### src/rtl/sasanqua_cop_pkg.sv
// Shared coprocessor writeback types and widths, used by the coprocessor exec
// outputs and the writeback arbiter.
package sasanqua_cop_pkg;

   localparam int unsigned XLEN       = 32;
   localparam int unsigned REG_IDX_W  = 5;
   localparam int unsigned EXC_CODE_W = 4;

   // One coprocessor result as seen by the core commit logic
   typedef struct packed {
      logic [XLEN-1:0]       pc;
      logic                  reg_w_en;
      logic [REG_IDX_W-1:0]  reg_w_rd;
      logic [XLEN-1:0]       reg_w_data;
      logic                  exc_en;
      logic [EXC_CODE_W-1:0] exc_code;
   } cop_wb_t;

   localparam int unsigned COP_WB_W = $bits(cop_wb_t);

   // Index width for n sources, never narrower than one bit
   function automatic int unsigned idx_w(input int unsigned n);
      return (n > 1) ? $clog2(n) : 1;
   endfunction

endpackage

### src/rtl/sasanqua_rr_arbiter.sv
// Combinational round-robin arbiter: search starts at ptr+1 and wraps; the
// pointer register lives in the parent.
module sasanqua_rr_arbiter
   import sasanqua_cop_pkg::*;
#(
   parameter int unsigned N     = 2,
   parameter int unsigned IDX_W = idx_w(N)
) (
   input  logic [N-1:0]     req,
   input  logic [IDX_W-1:0] ptr,
   input  logic             en,
   output logic [N-1:0]     grant,
   output logic [IDX_W-1:0] grant_idx,
   output logic             grant_valid
);

   logic [IDX_W-1:0] cand;

   always_comb begin
      grant       = '0;
      grant_idx   = '0;
      grant_valid = 1'b0;
      cand        = '0;
      for (int unsigned k = 1; k <= N; k++) begin
         cand = IDX_W'((32'(ptr) + k) % N);
         if (en && !grant_valid && req[cand]) begin
            grant[cand] = 1'b1;
            grant_idx   = cand;
            grant_valid = 1'b1;
         end
      end
   end

endmodule

### src/rtl/sasanqua_cop_wb_arbiter.sv
// Shares the core writeback port between COP_NUMS coprocessor result streams
// via per-source skid buffers, a round-robin arbiter and a registered output.
// Optional: SASANQUA_COP_WB_EXC_PRIO_EN gives pending exceptions priority.
module sasanqua_cop_wb_arbiter
   import sasanqua_cop_pkg::*;
#(
   parameter int unsigned COP_NUMS = 2,
   parameter int unsigned SRC_W    = idx_w(COP_NUMS)
) (
   input  logic                           CLK,
   input  logic                           RST,
   input  logic                           FLUSH,
   input  logic                           STALL,
   input  logic [COP_NUMS-1:0]            I_VALID,
   output logic [COP_NUMS-1:0]            I_READY,
   input  logic [XLEN*COP_NUMS-1:0]       I_PC,
   input  logic [COP_NUMS-1:0]            I_REG_W_EN,
   input  logic [REG_IDX_W*COP_NUMS-1:0]  I_REG_W_RD,
   input  logic [XLEN*COP_NUMS-1:0]       I_REG_W_DATA,
   input  logic [COP_NUMS-1:0]            I_EXC_EN,
   input  logic [EXC_CODE_W*COP_NUMS-1:0] I_EXC_CODE,
   output logic                           O_VALID,
   output logic [SRC_W-1:0]               O_SRC,
   output logic [XLEN-1:0]                O_PC,
   output logic                           O_REG_W_EN,
   output logic [REG_IDX_W-1:0]           O_REG_W_RD,
   output logic [XLEN-1:0]                O_REG_W_DATA,
   output logic                           O_EXC_EN,
   output logic [EXC_CODE_W-1:0]          O_EXC_CODE
);

   cop_wb_t             in_wb [COP_NUMS];
   cop_wb_t             buf_q [COP_NUMS];
   logic [COP_NUMS-1:0] full_q;
   logic [SRC_W-1:0]    ptr_q;

   logic [COP_NUMS-1:0] arb_req;
   logic [COP_NUMS-1:0] grant;
   logic [SRC_W-1:0]    grant_idx;
   logic                grant_valid;
   logic                arb_en;
   logic [COP_NUMS-1:0] ready_c;
   logic [COP_NUMS-1:0] xfer;
   cop_wb_t             win;

   cop_wb_t             out_q;
   logic                out_valid_q;
   logic [SRC_W-1:0]    out_src_q;

   for (genvar g = 0; g < COP_NUMS; g++) begin : g_unpack
      assign in_wb[g] = {I_PC[g*XLEN +: XLEN],
                         I_REG_W_EN[g],
                         I_REG_W_RD[g*REG_IDX_W +: REG_IDX_W],
                         I_REG_W_DATA[g*XLEN +: XLEN],
                         I_EXC_EN[g],
                         I_EXC_CODE[g*EXC_CODE_W +: EXC_CODE_W]};
   end

   assign arb_en = ~STALL & ~FLUSH;

`ifdef SASANQUA_COP_WB_EXC_PRIO_EN
   // Pending exceptions shadow every normal entry while any is buffered
   logic [COP_NUMS-1:0] exc_pend;

   for (genvar g = 0; g < COP_NUMS; g++) begin : g_exc
      assign exc_pend[g] = full_q[g] & buf_q[g].exc_en;
   end

   assign arb_req = (|exc_pend) ? exc_pend : full_q;
`else
   assign arb_req = full_q;
`endif

   sasanqua_rr_arbiter #(
      .N     (COP_NUMS),
      .IDX_W (SRC_W)
   ) u_rr_arbiter (
      .req         (arb_req),
      .ptr         (ptr_q),
      .en          (arb_en),
      .grant       (grant),
      .grant_idx   (grant_idx),
      .grant_valid (grant_valid)
   );

   // Ready depends only on buffer state and core controls, never on I_VALID
   assign ready_c = {COP_NUMS{RST & ~FLUSH}} &
                    (~full_q | (grant & {COP_NUMS{~STALL}}));
   assign I_READY = ready_c;
   assign xfer    = I_VALID & ready_c;

   always_comb begin
      win = '0;
      for (int unsigned i = 0; i < COP_NUMS; i++) begin
         if (grant[i]) begin
            win = buf_q[i];
         end
      end
   end

   // Skid buffers: refill wins over drain so a granted slot can be reloaded
   always_ff @(posedge CLK or negedge RST) begin
      if (!RST) begin
         full_q <= '0;
         for (int unsigned i = 0; i < COP_NUMS; i++) begin
            buf_q[i] <= '0;
         end
      end else begin
         for (int unsigned i = 0; i < COP_NUMS; i++) begin
            if (FLUSH) begin
               full_q[i] <= 1'b0;
            end else if (xfer[i]) begin
               full_q[i] <= 1'b1;
               buf_q[i]  <= in_wb[i];
            end else if (grant[i]) begin
               full_q[i] <= 1'b0;
            end
         end
      end
   end

   always_ff @(posedge CLK or negedge RST) begin
      if (!RST) begin
         ptr_q <= SRC_W'(COP_NUMS - 1);
      end else if (grant_valid) begin
         ptr_q <= grant_idx;
      end
   end

   // Output stage: flush clears, stall holds, otherwise load winner or zero
   always_ff @(posedge CLK or negedge RST) begin
      if (!RST) begin
         out_valid_q <= 1'b0;
         out_src_q   <= '0;
         out_q       <= '0;
      end else if (FLUSH) begin
         out_valid_q <= 1'b0;
         out_src_q   <= '0;
         out_q       <= '0;
      end else if (!STALL) begin
         if (grant_valid) begin
            out_valid_q <= 1'b1;
            out_src_q   <= grant_idx;
            out_q       <= win;
         end else begin
            out_valid_q <= 1'b0;
            out_src_q   <= '0;
            out_q       <= '0;
         end
      end
   end

   assign O_VALID      = out_valid_q;
   assign O_SRC        = out_src_q;
   assign O_PC         = out_q.pc;
   assign O_REG_W_EN   = out_q.reg_w_en;
   assign O_REG_W_RD   = out_q.reg_w_rd;
   assign O_REG_W_DATA = out_q.reg_w_data;
   assign O_EXC_EN     = out_q.exc_en;
   assign O_EXC_CODE   = out_q.exc_code;

endmodule

### config.mk
export PLATFORM = sky130hd
export DESIGN_NAME = sasanqua_cop_wb_arbiter
export DESIGN_NICKNAME = d
export VERILOG_FILES = /design/src/rtl/sasanqua_cop_pkg.sv /design/src/rtl/sasanqua_rr_arbiter.sv /design/src/rtl/sasanqua_cop_wb_arbiter.sv
export SDC_FILE = /design/constraint.sdc
export NUM_CORES = 1
export LEC_CHECK = 0
export CAP_MARGIN = 20
export CORE_MARGIN = 4
export CORE_UTILIZATION = 53
export CTS_CLUSTER_SIZE = 16
export DETAILED_ROUTE_END_ITERATION = 8
export MAX_ROUTING_LAYER = met4
export PLACE_DENSITY = 0.85
export SKIP_LAST_GASP = 1
export SYNTH_ARGS = -nofsm -noshare
export SYNTH_HDL_FRONTEND = slang
export SYNTH_SLANG_ARGS = --single-unit
export TNS_END_PERCENT = 10
### constraint.sdc
create_clock -name CLK -period 3.2 [get_ports CLK]
set_input_delay 0.96 -clock CLK [delete_from_list [all_inputs] [get_ports CLK]]
set_output_delay 0.96 -clock CLK [all_outputs]
set_load 0.01 [all_outputs]
-- After elaboration in Yosys (flattened, before gate mapping)
Cells that the tools add are included.
- bitwise logic cells: 10
- equal/unequal tests: 1
- muxes and demuxes: 31
- order comparisons: 4
- reductions and logical operators: 10
- add/sub/neg operators: 2
- operators by type and width (cell ; count):
    $mux W75 ; 5
    $mux W1 ; 22
    $and A2 B2 Y2 ; 3
    $reduce_bool A3 Y1 ; 2
    $logic_and A1 B1 Y1 ; 5
    $lt A1 B2 Y1 const B ; 2
    $mux W2 ; 2
    $or A2 B2 Y2 ; 2
    $reduce_and A2 Y1 ; 2
    $add A1 B1 Y1 const B ; 2
    $and A1 B1 Y1 ; 2
    $demux W1 S1 ; 2
    $ge A1 B1 Y1 const B ; 2
    $ne A2 B2 Y1 const B ; 1
    $not A1 Y1 ; 2
    $not A2 Y2 ; 1
    $logic_not A1 Y1 ; 1
- input port bits: 156
- output and inout bits: 79
- word-level logic and storage cells: 81
- bits in registers: 230

-- Depth between registers and ports, before layout
- word-level depth: 15
- gate-level depth with buffers: 6
- depth with buffers taken out: 3

-- Cells and area by module
From an unflattened synthesis, not the netlist that was laid out.
- cell total of the unflattened synthesis: 685
- area, all modules: 9127.5 um^2
- by module, submodules not included (module ; area each (um^2) ; sequential area each (um^2) ; times used ; cells an instance):
    sasanqua_cop_wb_arbiter ; 9093.7 ; 5756.8 ; 1 ; 678
    sasanqua_rr_arbiter ; 33.8 ; 0.0 ; 1 ; 7

-- Least setup slack after synthesis
Ideal clock, no wire load.
- path kind: input-to-output
- from: in STALL
- to: out I_READY[0]
- setup slack: 762 ps
- data arrival time: 1478 ps
- cell stages on the path: 3
- cell sequence: buf_2 -> o21ai_0 -> and2_1
- longest elaborated chain between the ends: 11
- ends and longest elaborated chain (what ; line ; source):
    start: declaration ; sasanqua_cop_wb_arbiter.sv:13 ; input logic STALL,
    $not A1 Y1 * ; sasanqua_cop_wb_arbiter.sv:59, sasanqua_cop_wb_arbiter.sv:88 ;
    $and A1 B1 Y1 ; sasanqua_cop_wb_arbiter.sv:59 ; assign arb_en = ~STALL & ~FLUSH;
    $logic_and A1 B1 Y1 ; sasanqua_rr_arbiter.sv:26 ; if (en && !grant_valid && req[cand]) begin
    $mux W1 ; sasanqua_rr_arbiter.sv:26 ;
    $logic_not A1 Y1 ; sasanqua_rr_arbiter.sv:26 ;
    $logic_and A1 B1 Y1 (2 in a row) ; sasanqua_rr_arbiter.sv:26 ;
    $mux W2 ; sasanqua_rr_arbiter.sv:26 ;
    $and A2 B2 Y2 * ; sasanqua_cop_wb_arbiter.sv:88 ; (~full_q | (grant & {COP_NUMS{~STALL}}));
    $or A2 B2 Y2 * ; sasanqua_cop_wb_arbiter.sv:88 ;
    $and A2 B2 Y2 * ; sasanqua_cop_wb_arbiter.sv:87 ; assign ready_c = {COP_NUMS{RST & ~FLUSH}} &
    end: declaration ; sasanqua_cop_wb_arbiter.sv:15 ; output logic [COP_NUMS-1:0] I_READY,
Every way passes the cells marked *; elsewhere a longest branch is shown, timed or not.

-- Worst setup path after layout
- from: in STALL
- to: out I_READY[1]
The elaborated chain is that of the path after synthesis.

==> metrics.csv <==
stage,metric,value,unit
worst_setup_path,CP max FO,3,
route,drt drc,0,
power,total power,7.382,mW
sta,setup_tns,0,ps
global_routing,first-pass GRT wire length,37.56,mm
worst_setup_path,"Data required, critical path",2240,ps
clocking,CTS H-Tree Depth,1,
clocking,CTS tree,yes,
clocking,clock sinks,230,
sta,setup violators final,0,
sta,Worst Skew,27.85,ps
worst_setup_path,WP data arrival,2120,ps
yosys,#FFs+latches synth,230,
die,Initial Util,54.12,%
yosys,Synth Instances,602,
clocking,Post-CTS Resized,4,
route,post-route ant nets,0,
sta,RSZ-0062 raised after global routing,false,
die,Die Ht,140.9,µm
power,Gate power share,14.5,%
place,GPL Wtd Cong,0.8536,
power,Switch Pwr,1.762,mW
outcome,outcome,completed,
cells_and_area,fin nets,994,
route,Total Wirelength,23.71,mm
die,Die ar.,19850,µm²
min_path,Min-Delay Path Class,reg -> reg,
cells_and_area,register cell area after layout,5757,µm²
yosys,"Seq/Total Area, Yosys",61.50,%
clocking,clk_lat worst skew,520,ps
worst_setup_path,crit end category,primary output,
sta,crit path time final,3075,ps
cells_and_area,share of layout cells above drive strength 1,19.30,%
route,via count,6183,
sta,Final period util,96.10,%
yosys,number of distinct library cells after synthesis,29,
die,Core Region,17300,µm²
sta,relative slew slack,40.22,%
die,Die Span X,140.9,µm
sta,fmax,325.2,MHz
sta,fin. max-slew vios,0,
clocking,post-CTS setup buffer count,0,
yosys,syn_nets,758,
place,count of input and output buffers,234,
yosys,synthesized area,9360,µm²
worst_setup_path,WS Path Type,in -> out,
sta,Final WS setup,124.7,ps
cells_and_area,"commonest non-fill, non-tap cell in the layout",clkdlybuf4s50_1,
global_routing,largest net degree at the start of global routing,164,
flow_run,Max-Cap Viols,0,
cells_and_area,P&R area growth vs syn,36.28,%
clocking,post-cts hold buffer count,0,
power,Power Internal,5.619,mW
clocking,root buffer cell,clkbuf_16,
global_routing,vias in the first global route,6888,
yosys,Synth Area per Inst,15.55,µm²
worst_setup_path,Critical Path Source Type,primary input,
route,vias per cell,5.720,
sta,final hold vios,0,
route,drt pass-1 iters,4,
cells_and_area,area occupied by multi-input gates,3354,µm²
power,sw frac,23.88,%
die,row cnt,48,
clocking,clock buffer count from CTS,25,
global_routing,grt ovf,0,
global_routing,initial antenna violation count,1,
power,peak supply drop,0.4433,mV
yosys,yosys warns,0,
power,sequential share of power,49.4,%
cells_and_area,most frequent cells in the layout,"clkdlybuf4s50_1, dfrtp_1, and2_1",
sta,Worst-Margin Slew,896.7,ps
power,pwr dens,578.7,nW/µm²
route,Initial DRC Count,387,
global_routing,GRT Overall Usage,24.22,%
place,dpl hpwl,15.32,mm
route,Routed WL per cell,21.94,µm
clocking,CTS Buffer Depth,3,
power,Leak,5.723,nW
clocking,Worst-path clk slew,60,ps
place,"worst slack, placed",-189.6,ps
cells_and_area,Filler cells,1056,
power,Clock Power Share,36.1,%
die,Ports,235,
## layer usage
layer	up-vias	GRT usage (%)	wire [µm]
li1	2678	-	-
met1	3166	31.74	9744
met2	287	38.56	11390
met3	52	5.326	1965
met4	0	6.833	615
met5	-	-	0
## final timing paths
| path | start | end | slack [ps] | cells after the start |
|---|---|---|---|---|
| worst max-delay path | STALL | I_READY[1] | 120 | 4 |
| min in group asynchronous | RST | O_REG_W_DATA[8]$_DFFE_PN0P_ | 670 | 2 |
| worst max register to register | ptr_q$_DFFE_PN1N_ | buf_q[4]$_DFFE_PN0P_ | 1260 | 4 |
| max in group asynchronous | RST | O_REG_W_DATA[29]$_DFFE_PN0P_ | 1130 | 3 |
| worst min-delay path | buf_q[17]$_DFFE_PN0P_ | O_REG_W_DATA[12]$_DFFE_PN0P_ | 480 | 1 |
| worst min register to register | buf_q[17]$_DFFE_PN0P_ | O_REG_W_DATA[12]$_DFFE_PN0P_ | 480 | 1 |
## registers in the layout, indices dropped and copies added, names as in the netlist
signal,cells
buf_q,150
O_PC,32
O_REG_W_DATA,32
O_REG_W_RD,5
O_EXC_CODE,4
arb_req,2
O_EXC_EN,1
O_REG_W_EN,1
O_SRC,1
O_VALID,1
ptr_q,1
## power groups by stage
| stage | Sequential, mW | Clock, mW | Combinational, mW |
|---|---|---|---|
| after global placement | 3.64 | 0 | 1.03 |
| final | 3.65 | 2.67 | 1.07 |
| after detailed placement | 3.69 | 0 | 1.07 |
| after CTS | 3.65 | 2.72 | 1.08 |
| after floorplan | 3.62 | 0 | 0.585 |
| after global routing | 3.70 | 2.85 | 1.15 |
## synthesized netlist by cell type, drive strengths merged
master / n / area (µm²)
a21oi: 4 / 20.02
a221o: 75 / 750.7
a22o: 1 / 8.760
a41oi: 1 / 16.27
and2: 78 / 488.0
buf: 32 / 252.7
clkbuf: 10 / 37.54
dfrtp: 229 / 5731
dfstp: 1 / 26.28
inv: 2 / 7.500
mux2: 150 / 1877
nand2: 3 / 11.26
nand2b: 1 / 6.260
nor2: 2 / 10.01
nor2b: 4 / 32.53
nor3: 2 / 10.01
nor4: 1 / 12.51
nor4bb: 1 / 25.02
o211ai: 1 / 12.51
o21ai: 2 / 10.01
or3: 1 / 6.260
or3b: 1 / 8.760
## critical path: stages
cell             delay [ps]
clkdlybuf4s50_1         490
o21ai_2                 210
and2_1                  180
dlygate4sd2_1           280
## layout make-up
class	instances	area share, %
multi-input combinational	328	26.30
antenna	1	0.01962
sequential	230	45.13
inverter	2	0.05885
clock inverter	4	0.2354
tap	225	2.207
clock buffer	40	5.660
timing repair buffer	251	20.39
## cell families after synthesis
group	after synthesis	synth area share, %
flip-flops	230	61.50
AND/OR/NAND/NOR	94	6.523
multiplexers	150	20.05
buffers and inverters	44	3.181
AO/OA/AOI/OAI	84	8.742
## per-stage QoR
step,hold WS (ps),instance area (µm²),util [%],cells
floorplan,465.6,9360,-,602
global route,500.3,12760,73.75,1081
detailed placement,483.0,11990,69.34,1036
CTS,483.0,12750,73.70,1080
global placement,474.6,11990,69.34,1036
finish,484.5,12760,73.75,1081
No activity file was read; power rests on OpenSTA's default activity.
